===== config.mk =====
export PLATFORM = sky130hd
export DESIGN_NAME = motor_pwm_driver
export DESIGN_NICKNAME = d
export VERILOG_FILES = /design/src/rtl/motor_pwm_pkg.sv /design/src/rtl/motor_ramp_channel.sv /design/src/rtl/motor_pwm_driver.sv
export SDC_FILE = /design/constraint.sdc
export NUM_CORES = 1
export LEC_CHECK = 0
export BUFFER_PORTS_ARGS = -buffer_cell sky130_fd_sc_hd__buf_2
export CAP_MARGIN = 40
export CORE_ASPECT_RATIO = 1.1
export CORE_UTILIZATION = 60
export DETAILED_ROUTE_END_ITERATION = 16
export GPL_TIMING_DRIVEN = 0
export PLACE_DENSITY_LB_ADDON = 0.2
export SYNTH_ARGS = -nofsm -noshare
export SYNTH_HDL_FRONTEND = slang
export SYNTH_SLANG_ARGS = --single-unit

===== constraint.sdc =====
create_clock -name clk -period 2.95 [get_ports clk]
set_input_delay 0 -clock clk [delete_from_list [all_inputs] [get_ports clk]]
set_output_delay 0 -clock clk [all_outputs]
set_load 0.03 [all_outputs]

===== src/rtl/motor_pwm_pkg.sv =====
// rtl/motor_pwm_pkg.sv - channel state encoding shared by the motor PWM driver
package motor_pwm_pkg;

  typedef enum logic [1:0] {
    ST_IDLE      = 2'd0,
    ST_RAMP_UP   = 2'd1,
    ST_RUN       = 2'd2,
    ST_RAMP_DOWN = 2'd3
  } chan_state_t;

  function automatic logic is_ramping(input chan_state_t s);
    return (s == ST_RAMP_UP) || (s == ST_RAMP_DOWN);
  endfunction

endpackage


===== src/rtl/motor_ramp_channel.sv =====
// rtl/motor_ramp_channel.sv - one motor channel: soft-start/stop FSM, duty latch, PWM comparator
module motor_ramp_channel #(
  parameter int CNT_W    = 8,
  parameter int STEP     = 8,
  parameter int DUTY_MAX = 240
) (
  input  logic             clk,
  input  logic             reset_n,
  input  logic             cmd,
  input  logic             tick,
  input  logic             cnt_wrap,
  input  logic [CNT_W-1:0] cnt,
  output logic             pwm,
  output logic [CNT_W-1:0] duty,
  output logic             ramping
);
  import motor_pwm_pkg::*;

  localparam logic [CNT_W:0]   STEP_X = (CNT_W+1)'(STEP);
  localparam logic [CNT_W:0]   MAX_X  = (CNT_W+1)'(DUTY_MAX);
  localparam logic [CNT_W-1:0] MAX_N  = CNT_W'(DUTY_MAX);

  logic             cmd_q;
  chan_state_t      state, state_nxt;
  logic [CNT_W-1:0] tgt, tgt_nxt, up_sat, dn_sat;
  logic [CNT_W:0]   sum, diff;

  // One extra bit so overflow and borrow are visible before saturating
  assign sum    = {1'b0, tgt} + STEP_X;
  assign diff   = {1'b0, tgt} - STEP_X;
  assign up_sat = (sum >= MAX_X) ? MAX_N : sum[CNT_W-1:0];
  assign dn_sat = diff[CNT_W] ? '0 : diff[CNT_W-1:0];

  always_ff @(posedge clk or negedge reset_n) begin
    if (!reset_n) begin
      cmd_q <= 1'b0;
      state <= ST_IDLE;
      tgt   <= '0;
    end else begin
      cmd_q <= cmd;
      state <= state_nxt;
      tgt   <= tgt_nxt;
    end
  end

  // A direction change takes priority over a coincident ramp tick
  always_comb begin
    state_nxt = state;
    tgt_nxt   = tgt;
    case (state)
      ST_IDLE: if (cmd_q) state_nxt = ST_RAMP_UP;
      ST_RAMP_UP: begin
        if (!cmd_q) begin
          state_nxt = ST_RAMP_DOWN;
        end else if (tick) begin
          tgt_nxt = up_sat;
          if (up_sat == MAX_N) state_nxt = ST_RUN;
        end
      end
      ST_RUN: if (!cmd_q) state_nxt = ST_RAMP_DOWN;
      ST_RAMP_DOWN: begin
        if (cmd_q) begin
          state_nxt = ST_RAMP_UP;
        end else if (tick) begin
          tgt_nxt = dn_sat;
          if (dn_sat == '0) state_nxt = ST_IDLE;
        end
      end
      default: state_nxt = ST_IDLE;
    endcase
  end

  always_comb begin
    ramping = is_ramping(state);
  end

  // Duty only changes at the period boundary so no pulse is ever truncated
  always_ff @(posedge clk or negedge reset_n) begin
    if (!reset_n) begin
      duty <= '0;
      pwm  <= 1'b0;
    end else begin
      if (cnt_wrap) duty <= tgt;
      pwm <= (cnt < duty);
    end
  end

endmodule


===== src/rtl/motor_pwm_driver.sv =====
// rtl/motor_pwm_driver.sv - two-channel soft-start PWM driver for the H-bridge enables
module motor_pwm_driver #(
  parameter int CNT_W    = 8,
  parameter int STEP     = 8,
  parameter int RAMP_DIV = 64,
  parameter int DUTY_MAX = 240
) (
  input  logic             clk,
  input  logic             reset_n,
  input  logic             motorLeft,
  input  logic             motorRight,
  output logic             pwmLeft,
  output logic             pwmRight,
  output logic [CNT_W-1:0] dutyLeft,
  output logic [CNT_W-1:0] dutyRight,
  output logic             busy
);
  import motor_pwm_pkg::*;

  localparam int PRE_W = (RAMP_DIV > 1) ? $clog2(RAMP_DIV) : 1;

  logic [CNT_W-1:0] cnt;
  logic [PRE_W-1:0] pre;
  logic             tick, cnt_wrap, ramp_left, ramp_right;

  assign tick     = (pre == PRE_W'(RAMP_DIV - 1));
  assign cnt_wrap = (cnt == '1);

  always_ff @(posedge clk or negedge reset_n) begin
    if (!reset_n) begin
      cnt  <= '0;
      pre  <= '0;
      busy <= 1'b0;
    end else begin
      cnt  <= cnt + 1'b1;
      pre  <= tick ? '0 : pre + 1'b1;
      busy <= ramp_left | ramp_right;
    end
  end

  motor_ramp_channel #(.CNT_W(CNT_W), .STEP(STEP), .DUTY_MAX(DUTY_MAX)) u_left (
    .clk      (clk),
    .reset_n  (reset_n),
    .cmd      (motorLeft),
    .tick     (tick),
    .cnt_wrap (cnt_wrap),
    .cnt      (cnt),
    .pwm      (pwmLeft),
    .duty     (dutyLeft),
    .ramping  (ramp_left)
  );

  motor_ramp_channel #(.CNT_W(CNT_W), .STEP(STEP), .DUTY_MAX(DUTY_MAX)) u_right (
    .clk      (clk),
    .reset_n  (reset_n),
    .cmd      (motorRight),
    .tick     (tick),
    .cnt_wrap (cnt_wrap),
    .cnt      (cnt),
    .pwm      (pwmRight),
    .duty     (dutyRight),
    .ramping  (ramp_right)
  );

endmodule

==> impl_summary.txt, run 1 <==
----------------------------------------------------
[Outcome]
  Outcome ... finished, final reports clean

[Floorplan]
  Die Footprint ... 5699 sq um
  Core area ... 5101 sq um
  IO Pins ... 23
  Die H ... 79.08 um
  Die Width ... 72.07 um
  Number of core rows ... 27
  Initial Utilization ... 63.53%

[Timing]
  Total setup violations reported at the end of the flow ... 0
  Max Clock Freq ... 389.2 MHz
  Final-report max-slew violation count ... 0
  Max-slew headroom at the worst pin ... 67.57%
  Crit path time final ... 2569 ps
  Final worst-path cycle share ... 87.09%
  Number of endpoints with negative hold slack in the final report ... 0
  Worst Clk Skew ... 6.486 ps
  Worst Tran Pin Value ... 486.4 ps
  Sum Neg Setup Slack ... 0 ps
  Final Hold Slack ... 139.6 ps
  Unrepaired setup endpoints after global routing ... false

[Clock tree]
  Number of gates resized after cts ... 0
  Clock tree from TritonCTS ... done
  CTS max path bufs ... 2
  Source-to-sink clock delay at the later pin of the worst-skew pair ... 310 ps
  Total clock sinks ... 55
  Number of levels the H-tree was split into ... 2
  TritonCTS Buffers ... 5
  Clock root buffer master ... sky130_fd_sc_hd__clkbuf_8
  Clock Pin Slew Worst Setup and Hold Paths ... 100 ps

[Yosys]
  Syn Inst Count ... 354
  Primary flip-flop cell chosen by synthesis mapping ... sky130_fd_sc_hd__dfrtp_1
  Nets in the synthesized netlist ... 386
  Sequential fraction of the synthesis area ... 42.47%
  Cell area after technology mapping ... 3241 sq um
  Distinct cell type count of the synthesized netlist ... 52
  Share of synthesized registers carrying an async set or reset ... 100.0%
  Number of synthesized flops with an enable pin ... 0
  Post-Syn Area per Cell ... 9.154 sq um
  Number of register bits inferred by synthesis ... 55
  Synth Warn # ... 0

[Power]
  Sequential group share of total power ... 44.2%
  Power, Total ... 0.001864 W
  Clock Power Share ... 28.6%
  Combinational share of power ... 27.2%
  Leakage power figure ... 1.667 nW
  Proportion of total power due to net switching ... 31.15%
  Switching power ... 0.0005808 W
  VDD IR max ... 433.0 uV
  Cell internal pwr ... 0.001284 W
  Power density of the placed cells ... 516.1 nW/um^2

[Detailed routing]
  DRC violation count after routing ... 0
  Antenna-violating nets left ... 0
  Number of optimization iterations in the first detailed-route pass ... 5
  Detail-routed net length per standard cell ... 14.96 um
  Wire length after detailed routing ... 6881 um
  Via/cell ratio ... 5.878
  Violation count after the first detailed-routing iteration ... 228
  Total number of vias ... 2,704

[Job]
  Max-cap viol count ... 0

[Global route]
  Overall fraction of global-route tracks in use ... 26.30%
  Number of global-route vias before repair ... 2,548
  Wire length of the first global-routing pass ... 11,740 um
  Maximum number of pins on one net before global-route repair ... 40
  Antenna violations before repair ... 0
  Congestion Overflow GR ... 0

[Worst setup path]
  Startpoint type of the worst setup path ... register
  Origin of the worst setup path ... u_right.tgt[3]
  CP Max Fanout ... 10
  Beginning of the worst register-to-register path ... u_right.tgt[3]
  Element type at the critical path end ... register
  Worst endpoint required time ... 3150 ps
  Maximum cell stage delay along the critical path ... 410 ps
  Cell breakdown of the critical path ... buf_2, inv_1, ha_1, nor2b_1, o211ai_1, a2111oi_0, nand2_1, a22o_1, mux2_4
  Slowest cell on the critical path ... sky130_fd_sc_hd__a2111oi_0
  WS Path Type ... register to register
  Critical path data arrival time ... 2770 ps
  Internal reg-to-reg setup slack ... 380 ps

[Layout]
  Final-layout fill cell count ... 390
  Number of diodes added for antenna fixing ... 0
  Number of nets in the layout ... 419
  Syn-to-layout area delta ... 11.47%
  Sequential cell area ... 1376 sq um
  Area of combinational cells with multiple inputs ... 1660 sq um
  Ratio of cells with drive above 1 in the final layout ... 11.86%

[Place]
  Port-buffer cells ... 22
  DPL Wire Length ... 4978 um
  Final GP Congestion ... 0.9035

[Worst hold path]
  Worst hold-check path type ... primary input to async pin

----------------------------------------------------
through the flow:
stage / std cells / util, % / area (sq um) / setup WS [ps]
2_1_floorplan: 354 / - / 3241 / 682.5
3_3_place_gp: 448 / 67.45 / 3441 / 473.5
3_5_place_dp: 449 / 67.84 / 3461 / 478.1
4_1_cts: 460 / 70.81 / 3612 / 402.1
5_1_grt: 460 / 70.81 / 3612 / 222.8
6_report: 460 / 70.81 / 3612 / 380.7
cells by family after synthesis:
logic type	Yosys count	share of synthesized area [%]
and+or+nand+nor	111	16.91
AOI/OAI and AO/OA	94	18.65
xor gates and xnor gates	9	2.432
buffers and inverters	50	6.293
adders and majority gates	28	10.81
muxes	7	2.432
DFF	55	42.47
routing by layer:
layer	track usage (%)	wire, um	vias to the layer above
met2	45.89	3442	69
met5	0	0	-
li1	-	-	1308
met3	3.680	236	5
met4	5.686	47	0
met1	34.58	3155	1322
Yosys cell counts (2+ instances only):
cell / instances / area, sq um
sky130_fd_sc_hd__a21o_1: 2 / 15.01
sky130_fd_sc_hd__inv_1: 31 / 116.4
sky130_fd_sc_hd__buf_2: 7 / 35.03
sky130_fd_sc_hd__mux2_2: 3 / 33.78
sky130_fd_sc_hd__o21a_1: 2 / 15.01
sky130_fd_sc_hd__and2_1: 8 / 50.05
sky130_fd_sc_hd__o31ai_1: 5 / 37.54
sky130_fd_sc_hd__a22o_1: 2 / 17.52
sky130_fd_sc_hd__nand2_1: 26 / 97.59
sky130_fd_sc_hd__nor3b_1: 2 / 15.01
sky130_fd_sc_hd__a21boi_0: 4 / 30.03
sky130_fd_sc_hd__and3_1: 4 / 25.02
sky130_fd_sc_hd__or3_1: 3 / 18.77
sky130_fd_sc_hd__a22oi_1: 2 / 15.01
sky130_fd_sc_hd__nor3_1: 9 / 45.04
sky130_fd_sc_hd__ha_1: 28 / 350.3
sky130_fd_sc_hd__a21oi_1: 15 / 75.07
sky130_fd_sc_hd__a2111oi_0: 2 / 17.52
sky130_fd_sc_hd__clkbuf_1: 11 / 41.29
sky130_fd_sc_hd__a31oi_1: 5 / 31.28
sky130_fd_sc_hd__o21ai_0: 33 / 165.2
sky130_fd_sc_hd__nand2b_1: 4 / 25.02
sky130_fd_sc_hd__nand4_1: 3 / 18.77
sky130_fd_sc_hd__mux2i_1: 3 / 30.03
sky130_fd_sc_hd__a211o_1: 2 / 17.52
sky130_fd_sc_hd__o41ai_1: 4 / 35.03
sky130_fd_sc_hd__a211oi_1: 2 / 15.01
sky130_fd_sc_hd__nor2_1: 23 / 86.33
sky130_fd_sc_hd__nand3_1: 18 / 90.09
sky130_fd_sc_hd__nor2b_1: 4 / 25.02
sky130_fd_sc_hd__o211ai_1: 5 / 37.54
sky130_fd_sc_hd__xor2_1: 5 / 43.79
sky130_fd_sc_hd__xnor2_1: 4 / 35.03
sky130_fd_sc_hd__dfrtp_1: 55 / 1376
power groups by stage:
stage / logic (W) / clock network [W] / registers [W]
after floorplan: 0.000373 / 0 / 0.000841
after global placement: 0.000475 / 0 / 0.000833
after detailed placement: 0.000504 / 0 / 0.000839
after CTS: 0.000509 / 0.000538 / 0.000824
after global routing: 0.000579 / 0.000573 / 0.000827
final: 0.000508 / 0.000532 / 0.000824
worst max-delay path: cells and delay by family (launching register included):
family | cells | cell delay (ps)
compound gates | 3 | 790
fa+ha+maj | 1 | 390
buf+inv | 2 | 340
flops | 1 | 380
mux | 1 | 310
simple gates | 2 | 250
layout make-up:
cell class / instances / share of cell area [%]
clock buffer: 6 / 2.286
buffer: 19 / 2.425
inverter: 31 / 3.221
tap: 72 / 2.494
clock inverter: 2 / 1.074
multi-input combinational: 249 / 45.96
sequential: 55 / 38.10
timing repair buffer: 26 / 4.434
sequential cells by signal, summed over array words and instances (netlist names):
name	cells
cnt	8
u_left.duty	8
u_left.tgt	8
u_right.duty	8
u_right.tgt	8
pre	6
u_left.state	2
u_right.state	2
busy	1
u_left.cmd_q	1
u_left.pwm	1
u_right.cmd_q	1
u_right.pwm	1
final timing paths:
kind                                     to  cells after the start
max                        u_right.state[1]                      9
min                          u_right.tgt[4]                      2
max reg2reg                u_right.state[1]                      9
min reg2reg                          pre[4]                      1
max in group asynchronous  u_right.state[0]                      3
min in group clk               u_left.cmd_q                      2
what timing repair did:
| item | 4_1_cts | 5_1_grt |
|---|---|---|
| buffers inserted | 0 | 0 |
| hold buffers | 3 | 0 |
| endpoints found under the hold margin | 57 | 0 |
layout by cell type (no fill, tap or decap), types with 3 or more instances in the layout:
master | netlist | routed
sky130_fd_sc_hd__a21boi_0 | 4 | 4
sky130_fd_sc_hd__a21oi_1 | 15 | 15
sky130_fd_sc_hd__a31oi_1 | 5 | 5
sky130_fd_sc_hd__and2_1 | 8 | 8
sky130_fd_sc_hd__and3_1 | 4 | 4
sky130_fd_sc_hd__buf_2 | 7 | 29
sky130_fd_sc_hd__clkbuf_1 | 11 | 11
sky130_fd_sc_hd__clkbuf_8 | 0 | 6
sky130_fd_sc_hd__dfrtp_1 | 55 | 55
sky130_fd_sc_hd__dlygate4sd3_1 | 0 | 3
sky130_fd_sc_hd__ha_1 | 28 | 28
sky130_fd_sc_hd__inv_1 | 31 | 31
sky130_fd_sc_hd__mux2_2 | 3 | 3
sky130_fd_sc_hd__mux2i_1 | 3 | 3
sky130_fd_sc_hd__nand2_1 | 26 | 26
sky130_fd_sc_hd__nand2b_1 | 4 | 4
sky130_fd_sc_hd__nand3_1 | 18 | 18
sky130_fd_sc_hd__nand4_1 | 3 | 3
sky130_fd_sc_hd__nor2_1 | 23 | 23
sky130_fd_sc_hd__nor2b_1 | 4 | 4
sky130_fd_sc_hd__nor3_1 | 9 | 9
sky130_fd_sc_hd__o211ai_1 | 5 | 5
sky130_fd_sc_hd__o21ai_0 | 33 | 33
sky130_fd_sc_hd__o31ai_1 | 5 | 5
sky130_fd_sc_hd__o41ai_1 | 4 | 4
sky130_fd_sc_hd__or3_1 | 3 | 3
sky130_fd_sc_hd__xnor2_1 | 4 | 4
sky130_fd_sc_hd__xor2_1 | 5 | 5
Power figures use the tool's default switching activity.
==> inputs of run 2 (changes only) <==
CORE_MARGIN = 3   (was not set)
==> run 2 against run 1 <==
Net effect:
- count of clock-buffer cells in the layout decreased by 1
- sequential share of layout area up 0.093 points
- cell count unchanged
- register-to-register slack barely moved
- sequential power decreased by 0.5%
- combinational power fell by 2%
- final area is 0.24% lower
- critical path type unchanged
- highest routed layer unchanged
==> impl_summary.txt, run 2 (synthesis results as in run 1) <==
----------------------------------------------------
[Outcome]
  Outcome ... finished, final reports clean (unchanged)

[Global route]
  Maximum number of pins on one net before global-route repair ... 38 (was 40)
  Congestion Overflow GR ... 0 (unchanged)
  Overall fraction of global-route tracks in use ... 21.94% (was 26.30%)
  Wire length of the first global-routing pass ... 11,350 um (was 11,740 um)
  Antenna violations before repair ... 0 (unchanged)
  Number of global-route vias before repair ... 2,522 (was 2,548)

[Detailed routing]
  Detail-routed net length per standard cell ... 14.24 um (was 14.96 um)
  DRC violation count after routing ... 0 (unchanged)
  Via/cell ratio ... 5.800 (was 5.878)
  Wire length after detailed routing ... 6550 um (was 6881 um)
  Antenna-violating nets left ... 0 (unchanged)
  Number of optimization iterations in the first detailed-route pass ... 4 (was 5)
  Violation count after the first detailed-routing iteration ... 214 (was 228)
  Total number of vias ... 2,668 (was 2,704)

[Layout]
  Syn-to-layout area delta ... 11.20% (was 11.47%)
  Number of diodes added for antenna fixing ... 0 (unchanged)
  Sequential cell area ... 1376 sq um (unchanged)
  Most frequent standard cell in the layout excluding fill and tap cells ... sky130_fd_sc_hd__dfrtp_1 (unchanged)
  Number of nets in the layout ... 419 (unchanged)
  Top library cells by usage in the layout, fill and taps aside ... sky130_fd_sc_hd__dfrtp_1, sky130_fd_sc_hd__o21ai_0, sky130_fd_sc_hd__inv_1 (unchanged)
  Area of combinational cells with multiple inputs ... 1660 sq um (unchanged)
  Ratio of cells with drive above 1 in the final layout ... 11.86% (unchanged)
  Final-layout fill cell count ... 404 (was 390)

[Clock tree]
  CTS max path bufs ... 2 (unchanged)
  Number of levels the H-tree was split into ... 2 (unchanged)
  CTS Hold Buffers Added ... 3 (unchanged)
  Number of gates resized after cts ... 0 (unchanged)
  Source-to-sink clock delay at the later pin of the worst-skew pair ... 310 ps (about the same)
  Clock Pin Slew Worst Setup and Hold Paths ... 100 ps (about the same)
  Clock tree from TritonCTS ... done (unchanged)
  Total clock sinks ... 55 (unchanged)
  Number of post-CTS setup repair buffers ... 0 (unchanged)
  TritonCTS Buffers ... 5 (unchanged)
  Clock root buffer master ... sky130_fd_sc_hd__clkbuf_8 (unchanged)

[Place]
  Post-placement setup slack ... 419.2 ps (was 478.1 ps)
  DPL Wire Length ... 4886 um (was 4978 um)
  Final GP Congestion ... 0.9237 (was 0.9035)
  Port-buffer cells ... 22 (unchanged)

[Power]
  Power density of the placed cells ... 505.3 nW/um^2 (was 516.1 nW/um^2)
  Power, Total ... 0.001821 W (was 0.001864 W)
  Leakage power figure ... 1.663 nW (was 1.667 nW)
  VDD IR max ... 407.5 uV (was 433.0 uV)

[Timing]
  Worst Clk Skew ... 8.637 ps (was 6.486 ps)
  PnR worst setup slack ... 394.7 ps (was 380.7 ps)
  Max Clock Freq ... 391.3 MHz (was 389.2 MHz)
  Final worst-path cycle share ... 86.62% (was 87.09%)
  Max-slew headroom at the worst pin ... 67.74% (was 67.57%)
  Crit path time final ... 2555 ps (was 2569 ps)
  Unrepaired setup endpoints after global routing ... false (unchanged)
  Total setup violations reported at the end of the flow ... 0 (unchanged)
  Final-report max-slew violation count ... 0 (unchanged)
  Sum Neg Setup Slack ... 0 ps (unchanged)
  Number of endpoints with negative hold slack in the final report ... 0 (unchanged)
  Worst Tran Pin Value ... 483.8 ps (was 486.4 ps)

[Worst setup path]
  CP Max Fanout ... 10 (unchanged)
  WS Path Type ... register to register (unchanged)
  Worst endpoint required time ... 3160 ps (was 3150 ps)
  Element type at the critical path end ... register (unchanged)
  Startpoint type of the worst setup path ... register (unchanged)
  Critical path data arrival time ... 2760 ps (was 2770 ps)

[Floorplan]
  Die Width ... 76.07 um (was 72.07 um)
  IO Pins ... 23 (unchanged)
  Die Footprint ... 6320 sq um (was 5699 sq um)
  Number of core rows ... 27 (unchanged)
  Die H ... 83.08 um (was 79.08 um)
  Core area ... 5101 sq um (unchanged)
  Initial Utilization ... 63.53% (unchanged)

[Worst hold path]
  Worst hold-check path type ... primary input to async pin (unchanged)

[Job]
  Max-cap viol count ... 0 (unchanged)

----------------------------------------------------
run 2: area by class of cell:
| type | instances | area share, % |
|---|---|---|
| multi-input combinational | 249 | 46.08 |
| inverter | 31 | 3.229 |
| clock buffer | 5 | 1.910 |
| timing repair buffer | 26 | 4.444 |
| sequential | 55 | 38.19 |
| tap | 72 | 2.500 |
| clock inverter | 3 | 1.215 |
| buffer | 19 | 2.431 |
run 2: routing by layer:
metal / vias up / share of wire, % / global-route usage [%]
met3: 8 / 3.3 / 2.820
li1: 1310 / - / -
met1: 1296 / 44 / 26.92
met5: - / 0 / 0
met2: 54 / 51 / 40.00
met4: 0 / 1.4 / 6.919
run 2: metrics by stage:
| stage | hold slack (ps) | util (%) | cell area, sq um | std cells |
|---|---|---|---|---|
| final | 155.7 | 70.64 | 3603 | 460 |
| after global routing | 194.1 | 70.64 | 3603 | 460 |
| after CTS | 172.5 | 70.64 | 3603 | 460 |
| after detailed placement | -21.23 | 67.84 | 3461 | 449 |
| after global placement | 108.6 | 67.45 | 3441 | 448 |
| after floorplan | -295.6 | - | 3241 | 354 |
run 2: report_power, final:
part           leakage [nW]  internal, W  switching, W
clock network        0.0581     0.000253      0.000250
logic                 0.884     0.000211      0.000287
registers             0.721     0.000791     0.0000286
total                  1.66      0.00126      0.000565
run 2: path summary, 6_finish.rpt:
| check | end | cells after the start | from | slack, ps |
|---|---|---|---|---|
| worst max-delay path | u_right.state[1] | 9 | u_right.tgt[3] | 390 |
| worst min-delay path | u_right.tgt[3] | 2 | reset_n | 160 |
| worst max register to register | u_right.state[1] | 9 | u_right.tgt[3] | 390 |
| worst min register to register | pre[4] | 1 | pre[4] | 510 |
| max in group asynchronous | u_left.tgt[0] | 3 | reset_n | 2240 |
| min in group clk | u_right.cmd_q | 2 | motorRight | 330 |
run 2: worst max-delay path, cell delays in order (launching register included):
cell,delay [ps]
sky130_fd_sc_hd__dfrtp_1,380
sky130_fd_sc_hd__buf_2,220
sky130_fd_sc_hd__inv_1,120
sky130_fd_sc_hd__ha_1,430
sky130_fd_sc_hd__nor2b_1,170
sky130_fd_sc_hd__o211ai_1,90
sky130_fd_sc_hd__a2111oi_0,380
sky130_fd_sc_hd__nand2_1,90
sky130_fd_sc_hd__a22o_1,270
sky130_fd_sc_hd__mux2_4,300
